<file path="src/rtl/gf_loader_pkg.sv">
// Shared definitions for the pattern-RAM loader: geometry, command-word
// bit positions and the transfer state machine encoding.
package gf_loader_pkg;

    localparam int WIDTH      = 756;
    localparam int DEPTH_LOG2 = 10;

    localparam int CMD_GO      = 31;
    localparam int CMD_USE_PTR = 30;
    localparam int CMD_CLR     = 29;

    typedef enum logic [1:0] {
        IDLE  = 2'd0,
        DRIVE = 2'd1,
        LATCH = 2'd2,
        WRITE = 2'd3
    } state_t;

endpackage

</file>
<file path="src/rtl/gf_write_edge_detect.sv">
// Turns a level VME write strobe into one pulse per strobe; the veto holds
// until the strobe itself drops, so address glitches cannot re-fire it.
module gf_write_edge_detect (
    input  logic clk,
    input  logic init_n,
    input  logic sel,
    input  logic strobe,
    output logic pulse
);

    logic sel_reg;
    logic veto_reg;

    always_ff @(posedge clk or negedge init_n) begin
        if (!init_n) begin
            sel_reg  <= 1'b0;
            veto_reg <= 1'b0;
        end else begin
            sel_reg  <= sel;
            // Strobe low always re-arms, even in the pulse cycle itself.
            veto_reg <= strobe & (veto_reg | pulse);
        end
    end

    assign pulse = sel_reg & ~veto_reg;

endmodule

</file>
<file path="src/rtl/gf_ram_loader756.sv">
// Command-driven loader: copies the wide VME register into an external
// pattern RAM at a direct or auto-incremented address, fixed 3-cycle latency.
module gf_ram_loader756 #(
    parameter int WIDTH      = gf_loader_pkg::WIDTH,
    parameter int DEPTH_LOG2 = gf_loader_pkg::DEPTH_LOG2
) (
    input  logic                  clk,
    input  logic                  init_n,
    input  logic [15:0]           address,
    input  logic [15:0]           DECODE_ADDRESS,
    input  logic                  writeRegister,
    input  logic [31:0]           data,
    output logic                  ram_writePulse,
    input  logic [WIDTH-1:0]      ram_data_bus,
    output logic                  ram_we,
    output logic [DEPTH_LOG2-1:0] ram_addr,
    output logic [WIDTH-1:0]      ram_din,
    output logic                  busy,
    output logic                  done,
    output logic [DEPTH_LOG2-1:0] ptr,
    output logic                  overrun,
    output logic                  wrapped
);
    import gf_loader_pkg::*;

    logic                  cmd_sel;
    logic                  cmd_pulse;
    logic                  cmd_go;
    logic                  cmd_clr;
    logic                  cmd_use_ptr;
    logic [DEPTH_LOG2-1:0] cmd_addr;
    logic                  unused_data;

    state_t                state_reg;
    logic [DEPTH_LOG2-1:0] target_reg;
    logic                  inc_reg;
    logic [WIDTH-1:0]      holding_reg;
    logic                  in_flight;

    assign cmd_sel = (address == DECODE_ADDRESS) && writeRegister;

    gf_write_edge_detect u_edge (
        .clk    (clk),
        .init_n (init_n),
        .sel    (cmd_sel),
        .strobe (writeRegister),
        .pulse  (cmd_pulse)
    );

    assign cmd_go      = cmd_pulse & data[CMD_GO];
    assign cmd_clr     = cmd_pulse & data[CMD_CLR];
    assign cmd_use_ptr = data[CMD_USE_PTR];
    assign cmd_addr    = data[DEPTH_LOG2-1:0];
    assign unused_data = ^data[CMD_CLR-1:DEPTH_LOG2];

    assign in_flight = (state_reg != IDLE);
    assign ram_din   = holding_reg;

    always_ff @(posedge clk or negedge init_n) begin
        if (!init_n) begin
            state_reg      <= IDLE;
            target_reg     <= '0;
            inc_reg        <= 1'b0;
            holding_reg    <= '0;
            ram_writePulse <= 1'b0;
            ram_we         <= 1'b0;
            ram_addr       <= '0;
            busy           <= 1'b0;
            done           <= 1'b0;
            ptr            <= '0;
            overrun        <= 1'b0;
            wrapped        <= 1'b0;
        end else begin
            ram_we <= 1'b0;
            done   <= 1'b0;

            case (state_reg)
                IDLE: begin
                    if (cmd_go) begin
                        state_reg      <= DRIVE;
                        busy           <= 1'b1;
                        ram_writePulse <= 1'b1;
                        inc_reg        <= cmd_use_ptr;
                        // A simultaneous clear takes effect before the target is chosen.
                        if (cmd_use_ptr)
                            target_reg <= cmd_clr ? '0 : ptr;
                        else
                            target_reg <= cmd_addr;
                    end
                end
                DRIVE: begin
                    state_reg <= LATCH;
                end
                LATCH: begin
                    state_reg      <= WRITE;
                    holding_reg    <= ram_data_bus;
                    ram_writePulse <= 1'b0;
                    ram_we         <= 1'b1;
                    done           <= 1'b1;
                    ram_addr       <= target_reg;
                end
                WRITE: begin
                    state_reg <= IDLE;
                    busy      <= 1'b0;
                end
                default: begin
                    state_reg <= IDLE;
                end
            endcase

            if (cmd_clr) begin
                ptr     <= '0;
                overrun <= 1'b0;
                wrapped <= 1'b0;
                if (in_flight)
                    inc_reg <= 1'b0;
            end else if (state_reg == WRITE && inc_reg) begin
                ptr <= ptr + 1'b1;
                if (&ptr)
                    wrapped <= 1'b1;
            end

            if (cmd_go && in_flight)
                overrun <= 1'b1;
        end
    end

endmodule

</file>
<file path="config.mk">
export PLATFORM = sky130hd
export DESIGN_NAME = gf_ram_loader756
export DESIGN_NICKNAME = d
export VERILOG_FILES = /design/src/rtl/gf_loader_pkg.sv /design/src/rtl/gf_write_edge_detect.sv /design/src/rtl/gf_ram_loader756.sv
export SDC_FILE = /design/constraint.sdc
export NUM_CORES = 2
export LEC_CHECK = 0
export ABC_AREA = 1
export CORE_AREA = 5 5 618 620
export CTS_CLUSTER_DIAMETER = 50
export DETAILED_ROUTE_END_ITERATION = 12
export DIE_AREA = 0 0 623 625
export SETUP_SLACK_MARGIN = 0.4
export SYNTH_ARGS = -nofsm -noshare
export SYNTH_HDL_FRONTEND = slang
export SYNTH_HIERARCHICAL = 1
export SYNTH_SLANG_ARGS = --single-unit
</file>
<file path="constraint.sdc">
create_clock -name clk -period 2.2 [get_ports clk]
set_clock_uncertainty 0.2 [all_clocks]
set_input_delay 0.55 -clock clk [delete_from_list [all_inputs] [get_ports clk]]
set_output_delay 0.55 -clock clk [all_outputs]
set_load 0.005 [all_outputs]
</file>
==> impl_metrics.csv <==
group,metric,value,unit
logic_synthesis,postSynthRegisterBits,796,
power,power_report.internal_total,67.7,mW
global_routing,grt_antenna_before_repair,289,
floorplanning,die_area,389000,µm²
placement,port_buffers,1585,
cts,cts.clk_slew.worst_paths,60,ps
placement,detailedPlacementHpwl,290,mm
cts,ctsHtreeMaxLevel,4,
worst_setup_path,crit_path_max_fanout,3,
global_routing,grt_start_max_net_pins,82,
logic_synthesis,postSynthAreaPerCell,16.3,µm²
floorplanning,start_util,0.0810,
cts,cts_buffer_depth,4,
timing,fin_crit,2230,ps
timing,worst_slew_margin_rel,0.614,
floorplanning,placeableCoreArea,375000,µm²
flow_run,cap_violations,0,
floorplanning,i_o_pin_count,1605,
worst_setup_path,critical-path-top-delay-family,"flip-flops",
worst_setup_path,critical_path_class,"reg -> out",
worst_setup_path,worst-endpoint-arrival,1480,ps
cts,cts-buffers-inserted,145,
final_layout,layout_common_cells,"sky130_fd_sc_hd__clkdlybuf4s50_1, sky130_fd_sc_hd__dfrtp_1, sky130_fd_sc_hd__buf_6",
cts,insertion_delay,820,ps
min_path,hp-class,"in -> async",
route,route.detailed.drc,0,
logic_synthesis,synth_top_cell_area_share,0.656,
final_layout,largest_register_ff_count,756,
placement,globalplace.congestion,0.889,
route,routed_length_per_placed_instance,36.5,µm
global_routing,grt_first_pass_wirelength,388,mm
route,detail_route.wirelength,333,mm
global_routing,grt_overflow_total,0,
status,violations,"setup timing",
final_layout,n_fill_cell,41256,
timing,finalHoldViolCount,0,
power,p_seq_frac,0.253,
power,netSwitchingPower,41.9,mW
cts,cts_root_buffer,"sky130_fd_sc_hd__clkbuf_16",
worst_setup_path,cp.buffers_inverters,1,
floorplanning,chipWidth,623,µm
worst_setup_path,critPathLaunchType,"register",
logic_synthesis,postSynthNetCount,2686,
final_layout,fin_util,0.168,
status,status,"complete, but fails checks",
logic_synthesis,synth_cells,1858,
logic_synthesis,synthDominantAreaCellType,"sky130_fd_sc_hd__dfrtp_1",
power,worst_ir_drop_vdd,0.716,mV
timing,final.hold.worst_slack,85.0,ps
worst_setup_path,path_cells,"buf_6",
power,power_frac_comb,0.524,
final_layout,share_of_layout_cells_above_drive_strength_1,0.562,
timing,final_max_slew_viol_count,0,
worst_setup_path,critical_path_required_time,1450,ps
timing,fmaxAchievable,449,MHz
power,cellLeakagePower,26.6,nW
route,drt.antenna.violating_nets,0,
timing,post-route-period-util,1.01,
final_layout,layout-area-overhead-vs-synth,107,%
worst_setup_path,critical-path-max-stage-delay,480,ps
timing,setup_viol,6,
route,post_drt_via_cell_ratio,2.95,
global_routing,first_global_vias,27166,
logic_synthesis,synth.distinct_cells,22,
final_layout,final_common_cell,"sky130_fd_sc_hd__clkdlybuf4s50_1",
route,drt_first_pass_iters,5,
route,first_iter_violations,1472,
cts,clock_sink_count,796,
final_layout,final_nets,4800,
global_routing,grtUsageTotal,0.161,
power,power_density,1740,nW/µm²
worst_setup_path,kind_of_capture_point_of_the_worst_setup_path,"primary output",
timing,final.setup.worst_slack,-27.0,ps
logic_synthesis,post_synth_main_area_contributors,"sky130_fd_sc_hd__dfrtp_1, sky130_fd_sc_hd__mux2_2, sky130_fd_sc_hd__buf_6",
timing,rsz_0062_raised_after_global_routing,"true",
worst_setup_path,crit_path_top_delay_cell,"sky130_fd_sc_hd__dfrtp_2",
floorplanning,placement_rows,225,
logic_synthesis,yosys_warnings,6,
cts,cts_tree,"yes",
floorplanning,chipHeight,625,µm
logic_synthesis,seq_area_frac_synth,0.656,
timing,timing_worst_slew_pin_value,578,ps
logic_synthesis,synthesized_cell_area,30400,µm²
route,vias,26872,
power,power_switching_share,0.382,
power,power_frac_clock,0.223,
==> final timing paths <==
kind / start / to / slack, ps / cells after the start
hold / removal: init_n / ram_din[678]$_DFFE_PN0P_ / 80 / 2
max in group asynchronous: init_n / ram_din[733]$_DFFE_PN0P_ / 720 / 4
setup reg to reg: state_reg[0]$_DFFE_PN0P_ / ram_din[362]$_DFFE_PN0P_ / 40 / 8
hold reg to reg: target_reg[8]$_DFFE_PN0P_ / target_reg[8]$_DFFE_PN0P_ / 300 / 2
setup / recovery: ram_din[533]$_DFFE_PN0P_ / ram_din[533] / -30 / 1
min in group clk: ram_data_bus[247] / ram_din[247]$_DFFE_PN0P_ / 120 / 2
==> metal layers <==
metal  GRT usage  part of all wire  routed length, µm  vias up
li1            -                 -                  -    10865
met3      0.0819              0.11              38100      704
met2       0.283              0.49             163000     1705
met1       0.169              0.36             119000    13572
met4      0.0398             0.036              11900       26
met5           0           0.00054                181        -
==> final cells by class <==
class	count	area, µm²	area share
Antenna cell	32	80.1	0.00127
Clock buffer	184	4020	0.0639
Sequential cell	796	20000	0.317
Clock inverter	77	1110	0.0176
Inverter	41	154	0.00244
Tap cell	4994	6250	0.0993
Timing Repair Buffer	2058	21100	0.335
Multi-Input combinational cell	930	10300	0.163
==> stage by stage <==
| step | setup WS [ps] | setup TNS, ps | total power, mW | instances | area [µm²] |
|---|---|---|---|---|---|
| after floorplan | 422 | 0 | 39.5 | 1858 | 30400 |
| final | -27.0 | -57.2 | 110 | 9112 | 63000 |
| after global placement | -72.4 | -190 | 74.3 | 8465 | 52200 |
| after detailed placement | -64.1 | -242 | 74.9 | 8465 | 52200 |
| after CTS | -152 | -18460 | 107 | 8959 | 60400 |
| after global routing | -122 | -10160 | 115 | 9098 | 62900 |
==> power by group through the flow <==
| stage | Clock [mW] | Combinational [mW] | Sequential (mW) |
|---|---|---|---|
| after global routing | 25.8 | 60.6 | 28.6 |
| after CTS | 25.2 | 54.0 | 27.6 |
| after detailed placement | 0 | 47.9 | 26.9 |
| after floorplan | 0 | 13.3 | 26.2 |
| after global placement | 0 | 47.8 | 26.6 |
| final | 24.4 | 57.5 | 27.7 |
==> logic make-up after synthesis <==
family | count (synthesis) | share of synthesized area
flops | 796 | 0.656
compound gates | 33 | 0.00598
simple gates | 123 | 0.0170
fa+ha+maj | 5 | 0.00206
buf+inv | 132 | 0.0338
mux | 766 | 0.284
xor+xnor | 3 | 0.000866
==> cells in the mapped netlist, drive strengths merged <==
cell / n
o21ai: 16
or2: 1
o21bai: 1
o22ai: 2
nand2: 66
nor2: 24
buf: 91
mux2: 766
dfrtp: 796
xnor2: 2
xor2: 1
nand3: 20
a21oi: 11
a2bb2oi: 3
ha: 5
nand3b: 1
nor3: 5
inv: 41
nand4: 6
==> timing repair <==
item / CTS / global route
endpoints found under the setup margin: 1544 / 1569
pin swaps: 1 / 0
resized for setup: 2880 / 270
setup buffers: 212 / 92
cloned: 20 / 29
hold endpoints to repair: 401 / 0
hold buffers: 1 / 0
(Power assumes the default switching activity.)
